===== config.mk =====
export PLATFORM = sky130hd
export DESIGN_NAME = shift_norm_feeder
export DESIGN_NICKNAME = d
export VERILOG_FILES = /design/src/rtl/shift_norm_feeder.sv
export SDC_FILE = /design/constraint.sdc
export NUM_CORES = 1
export LEC_CHECK = 0
export ABC_AREA = 1
export BUFFER_PORTS_ARGS = -buffer_cell sky130_fd_sc_hd__buf_2
export CAP_MARGIN = 0
export CORE_MARGIN = 2
export CORE_UTILIZATION = 53
export CTS_CLUSTER_SIZE = 16
export DETAILED_ROUTE_END_ITERATION = 8
export GPL_TIMING_DRIVEN = 1
export PLACE_DENSITY = 0.76
export SYNTH_ARGS = -nofsm -noshare
export SYNTH_HDL_FRONTEND = slang
export SYNTH_SLANG_ARGS = --single-unit

===== constraint.sdc =====
create_clock -name clk -period 5.1 [get_ports clk]
set_input_delay 1.02 -clock clk [delete_from_list [all_inputs] [get_ports clk]]
set_output_delay 1.02 -clock clk [all_outputs]
set_load 0.05 [all_outputs]

===== src/rtl/shift_norm_feeder.sv =====
// Two-stage valid/ready feeder for the left barrel shifter: pairs each operand with a
// shift magnitude (leading-zero count or caller-supplied) and counts zero operands emitted.
module shift_norm_feeder #(
  parameter int WIDTH = 16,
  parameter int MAG_W = 4,
  parameter int CNT_W = 16
) (
  input  logic             clk,
  input  logic             rst,
  input  logic             in_valid,
  output logic             in_ready,
  input  logic [WIDTH-1:0] in_data,
  input  logic             in_mode,
  input  logic [MAG_W-1:0] in_mag,
  output logic             out_valid,
  input  logic             out_ready,
  output logic [WIDTH-1:0] op_out,
  output logic [MAG_W-1:0] shift_mag,
  output logic             out_zero,
  input  logic             clr_stats,
  output logic [CNT_W-1:0] zero_cnt
);

  logic             r_rst_meta, r_rst_sync;
  logic             r_s1_valid, r_s1_mode;
  logic [WIDTH-1:0] r_s1_data;
  logic [MAG_W-1:0] r_s1_mag;
  logic             r_s2_valid, r_s2_zero;
  logic [WIDTH-1:0] r_s2_op;
  logic [MAG_W-1:0] r_s2_mag;
  logic [CNT_W-1:0] r_zero_cnt;

  logic             w_s1_ready, w_s2_ready, w_in_hs, w_out_hs, w_found;
  logic [MAG_W-1:0] w_lzc;

  // Reset asserts asynchronously but releases on a clock edge, two flops deep.
  always_ff @(posedge clk or posedge rst) begin
    if (rst) begin
      r_rst_meta <= 1'b1;
      r_rst_sync <= 1'b1;
    end else begin
      r_rst_meta <= 1'b0;
      r_rst_sync <= r_rst_meta;
    end
  end

  assign w_s2_ready = !r_s2_valid || out_ready;
  assign w_s1_ready = !r_s1_valid || w_s2_ready;
  // Held low until the internal reset has released so nothing is accepted into a clearing pipe.
  assign in_ready   = w_s1_ready && !r_rst_sync;
  assign w_in_hs    = in_valid && in_ready;
  assign w_out_hs   = r_s2_valid && out_ready;

  always_ff @(posedge clk or posedge r_rst_sync) begin
    if (r_rst_sync) begin
      r_s1_valid <= 1'b0;
      r_s1_mode  <= 1'b0;
      r_s1_data  <= '0;
      r_s1_mag   <= '0;
    end else begin
      if (w_s1_ready) r_s1_valid <= w_in_hs;
      if (w_in_hs) begin
        r_s1_data <= in_data;
        r_s1_mode <= in_mode;
        r_s1_mag  <= in_mag;
      end
    end
  end

  // Leading-zero count, scanned from the MSB; an all-zero operand yields 0.
  always_comb begin
    w_lzc   = '0;
    w_found = 1'b0;
    for (int i = WIDTH-1; i >= 0; i--) begin
      if (!w_found && r_s1_data[i]) begin
        w_lzc   = MAG_W'(WIDTH-1-i);
        w_found = 1'b1;
      end
    end
  end

  always_ff @(posedge clk or posedge r_rst_sync) begin
    if (r_rst_sync) begin
      r_s2_valid <= 1'b0;
      r_s2_op    <= '0;
      r_s2_mag   <= '0;
      r_s2_zero  <= 1'b0;
    end else if (w_s2_ready) begin
      r_s2_valid <= r_s1_valid;
      if (r_s1_valid) begin
        r_s2_op   <= r_s1_data;
        r_s2_mag  <= r_s1_mode ? r_s1_mag : w_lzc;
        r_s2_zero <= (r_s1_data == '0);
      end
    end
  end

  // Saturating zero-operand counter; a clear outranks a same-cycle increment.
  always_ff @(posedge clk or posedge r_rst_sync) begin
    if (r_rst_sync) begin
      r_zero_cnt <= '0;
    end else if (clr_stats) begin
      r_zero_cnt <= '0;
    end else if (w_out_hs && r_s2_zero && (r_zero_cnt != {CNT_W{1'b1}})) begin
      r_zero_cnt <= r_zero_cnt + 1'b1;
    end
  end

  assign out_valid = r_s2_valid;
  assign op_out    = r_s2_op;
  assign shift_mag = r_s2_mag;
  assign out_zero  = r_s2_zero;
  assign zero_cnt  = r_zero_cnt;

endmodule


-- Yosys cells after proc, flatten, opt, wreduce, memory -nomap -nowiden
Index checks and enable logic that the tools add are counted.
- flip-flop bits (word level): 62
- word-level logic and storage cells: 89
- reductions and logical operators: 43
- eq/ne operators: 1
- mux-type cells: 33
- add/subtract/negate cells: 1
- operators with widths (cell ; count):
    two-way mux 4 bit ; 15
    two-way mux 16 bit ; 2
    logical AND 1 bit ; 20
    logical NOT 1 bit ; 18
    adder 16 x 1 -> 16 bit, second input constant ; 1
    logical NOT 16 bit ; 1
    two-way mux 1 bit ; 16
    inequality test 16 bit, second input constant ; 1
    logical OR 1 bit ; 2
    AND reduction 2 bit ; 1
    nonzero test 2 bit ; 1

-- Longest topological paths before layout
- depth in word-level cells: 47
- gate-level depth with buffers: 11

-- Least setup slack after synthesis
OpenSTA, ideal clock, no wires.
- path kind: reg2out
- start point: reg r_rst_sync
- end point: out in_ready
- path slack: 1.986 ns
- arrival: 2.094 ns
- buffers on the path: 0
- cell stages (with the launch flop): 4
- data required time: 4.080 ns
- cells stage by stage: dfstp_2 inv_1 nand2_1 inv_1
- longest elaborated chain between the ends: 2
- RTL lines (what ; RTL line ; RTL):
    start, declared ; 24 ; logic r_rst_meta, r_rst_sync;
    start signal, assigned ; 43 ; r_rst_sync <= r_rst_meta;
    logical NOT 1 bit (no source line) ; - ;
    logical AND 1 bit ; 50 ; assign in_ready = w_s1_ready && !r_rst_sync;
    end, declared ; 11 ; output logic in_ready,
Every way passes these cells.

-- Worst setup path after layout
Same ends and word-level chain as after synthesis.

==> impl_metrics.py <==
metrics = {
    "worst_hold_path": {
        "hp-start": "r_rst_meta",
        "hold_path.class": "flip-flop to flip-flop",
        "hold_depth": 0,
        "min_to": "r_rst_sync",
    },
    "clock_network": {
        "clk_pin_slew_ps": 70,
        "cts_setup_buffers": 0,
        "tritoncts": "done",
        "cts_buffer_depth": 2,
        "cts_htree_levels": 3,
        "ctsResizeCount": 0,
        "clk_latency_ps": 340,
        "clockRootBuffer": "clkbuf_8",
        "cts_made_buffers": 9,
        "cts_sinks": 62,
        "ctsHoldBuffers": 0,
    },
    "final_layout": {
        "fin_cells": 481,
        "antenna_cells": 0,
        "syn2layout_area_growth_pct": 18.97,
        "final_area_mm2": 0.003540,
        "nets": 432,
        "fillerInstances": 498,
        "multi_input_area_mm2": 0.001261,
        "final-seq-area_mm2": 0.001554,
        "layout-drive-gt1-share": 0.2641,
    },
    "die": {
        "core_mm2": 0.005473,
        "initial_core_util": 0.5437,
        "ios": 65,
        "std_cell_rows": 27,
        "dieArea_mm2": 0.006229,
        "die_h_um": 78.93,
        "die_w_um": 78.93,
    },
    "global_routing": {
        "overflow": 0,
        "grt_pass1_vias": 2422,
        "grt_use_total": 0.2252,
        "grt_max_degree": 62,
        "grt_pass1_wl_mm": 10.93,
        "antenna_found_initial": 0,
    },
    "timing": {
        "rsz0062_at_grt": "no",
        "worst_slew_pin_slew_ps": 1084,
        "fin_setup_tns_ps": 0,
        "hold_violations": 0,
        "setup_viol": 0,
        "max_freq_mhz": 349.6,
        "holdWs_ps": 353.0,
        "final.setup_skew_ps": 9.885,
        "finalCriticalPeriod_ps": 2860,
        "slew_viol_final": 0,
        "fin_crit_sh": 0.5609,
        "relSlewSlack": 0.2758,
    },
    "power": {
        "peakVddDrop_mv": 0.2981,
        "combPwrFrac": 0.266,
        "total_power_w": 0.001363,
        "power.density_mw_per_mm2": 385.0,
        "internal-power_w": 0.0008511,
        "netSwitchingPower_w": 0.0005118,
        "power_leakage_nw": 1.763,
        "switching_share": 0.3755,
        "power.share.clock": 0.281,
        "seqPwrFrac": 0.453,
    },
    "critical_path": {
        "r2r-end": "r_s1_data[0]",
        "critPathLaunch": "r_rst_sync",
        "cp_cell_sequence": "inv_2 -> buf_4 -> nand2_1 -> inv_1 -> buf_2",
        "worstSetupPathType": "flip-flop to primary output",
        "cp_max_fo": 61,
        "crit_arrival_ps": 1840,
        "cp_num_buf_inv": 4,
        "critPathMaxStageDelay_ps": 580,
        "required_ps": 4080,
        "worstSetupStartpointType": "flip-flop",
        "endpoint_kind": "primary output",
        "crit_family": "buffers and inverters",
        "reg2reg_slack_ps": 2550,
        "cpMaxStageDelayCell": "buf_4",
        "rr_worst_depth": 6,
        "worstReg2RegStart": "r_rst_sync",
    },
    "routing": {
        "via_per_inst": 5.222,
        "wirelength_mm": 6.397,
        "via_count": 2512,
        "final_antenna_net_count": 0,
        "wl_per_cell_um": 13.30,
        "first_pass_iters": 4,
        "drc": 0,
        "drt-initial-drc-count": 195,
    },
    "logic_synthesis": {
        "synth_fp_nets": 363,
        "synth.largest_area_cell": "dfrtp_1",
        "synth_top_family_by_area": "simple AND/OR/NAND/NOR gates",
        "synth_area_leaders": "dfrtp_1, nand2_1, nor2_1",
        "seq_area_frac_synth": 0.5223,
        "synth_cells": 336,
        "yosysWarnings": 0,
        "ys_ff_latch": 62,
        "yosysUniqueCellTypes": 35,
        "syn_area_mm2": 0.002975,
        "synth-compound-area-share": 0.08999,
        "syn_avg_cell_area_um2": 8.855,
        "yosys-mux-area-fraction": 0.03785,
        "synth_adder_area_share": 0.004205,
        "synth-xor-area-share": 0.01766,
        "yosys.area_share.simple": 0.2729,
        "yosys.area.top_type_share": 0.5046,
    },
    "placement": {
        "portBuffers": 64,
        "hpwl_mm": 4.633,
        "placed_cell_area_mm2": 0.003364,
        "placedCellCount": 466,
        "gp_congestion": 0.8687,
    },
    "status": {
        "outcome": "complete, no violations",
    },
    "run": {
        "cap_violations": 0,
    },
}
-- layout make-up --
cell class / instances / area share
timing repair buffer: 65 / 0.09261
sequential: 62 / 0.4390
multi-input combinational: 234 / 0.3563
clock buffer: 12 / 0.04383
inverter: 33 / 0.03712
clock inverter: 3 / 0.005656
tap: 72 / 0.02545
-- kinds of logic after synthesis --
family | count (synthesis)
other | 1
adders and majority gates | 1
DFF | 62
and+or+nand+nor | 168
xor gates and xnor gates | 6
muxes | 10
AOI/OAI and AO/OA | 48
buffers and inverters | 40
-- through the flow --
stage / setup WS (ps) / utilization
6_report: 2240 / 0.6468
5_1_grt: 2090 / 0.6468
4_1_cts: 2198 / 0.6468
3_5_place_dp: 2291 / 0.6148
3_3_place_gp: 2328 / 0.6148
2_1_floorplan: 1986 / -
-- worst max path at each step --
stage | to | slack [ps] | cells past startpoint
CTS | in_ready | 2200 | 5
global route | in_ready | 2090 | 5
global placement | r_s1_data[2] | 2330 | 7
finish | in_ready | 2240 | 5
detailed placement | r_s1_data[5] | 2290 | 7
floorplan | in_ready | 1990 | 3
-- power groups by stage --
| stage | sequential [W] | combinational [W] | clock (W) |
|---|---|---|---|
| after detailed placement | 0.000624 | 0.000366 | 0 |
| after floorplan | 0.000782 | 0.000108 | 0 |
| after global placement | 0.000622 | 0.000358 | 0 |
| after CTS | 0.000617 | 0.000366 | 0.000387 |
| final | 0.000617 | 0.000363 | 0.000383 |
| after global routing | 0.000627 | 0.000392 | 0.000408 |
-- Yosys cell counts (all sizes together) --
| library cell | count |
|---|---|
| clkinv | 1 |
| nand2 | 79 |
| o31ai | 5 |
| a41oi | 1 |
| mux2 | 10 |
| inv | 32 |
| nand3 | 18 |
| buf | 2 |
| conb | 1 |
| nand4 | 15 |
| a32o | 1 |
| and3 | 1 |
| o211ai | 1 |
| a21oi | 14 |
| nand3b | 1 |
| xor2 | 6 |
| dfrtp | 60 |
| clkbuf | 5 |
| dfstp | 2 |
| ha | 1 |
| o21ai | 26 |
| nor3 | 8 |
| nor2 | 46 |
-- metal layers --
metal,track usage,up-vias,share of wire
li1,-,1248,-
met3,0.03977,12,0.058
met5,0,-,0
met1,0.3210,1169,0.47
met2,0.3368,83,0.45
met4,0.1052,0,0.022
-- flip-flops by register name (all words and copies together), names as in the netlist --
name and count:
op_out 16, r_s1_data 16, zero_cnt 16, r_s1_mag 4, shift_mag 4, out_valid 1
out_zero 1, r_rst_meta 1, r_rst_sync 1, r_s1_mode 1, r_s1_valid 1
-- placed cells by master (no fill, tap or decap), types with 2 or more instances in the layout --
master,Yosys,routed
nor3_2,3,3
o21ai_0,15,15
nor2_1,40,40
inv_1,27,26
buf_2,2,64
nand3_1,18,18
clkbuf_8,0,11
xor2_1,6,6
nor3_1,5,5
inv_2,4,5
o21ai_1,10,10
a21oi_1,14,14
mux2_1,6,6
clkinvlp_4,0,2
dfrtp_1,60,60
o31ai_1,5,5
nand4_1,14,14
dfstp_2,2,2
nor2_4,3,3
nand2_1,74,74
nand2_8,2,2
nand2_2,2,2
mux2_2,4,4
nor2_2,3,3
(Power assumes the default switching activity.)
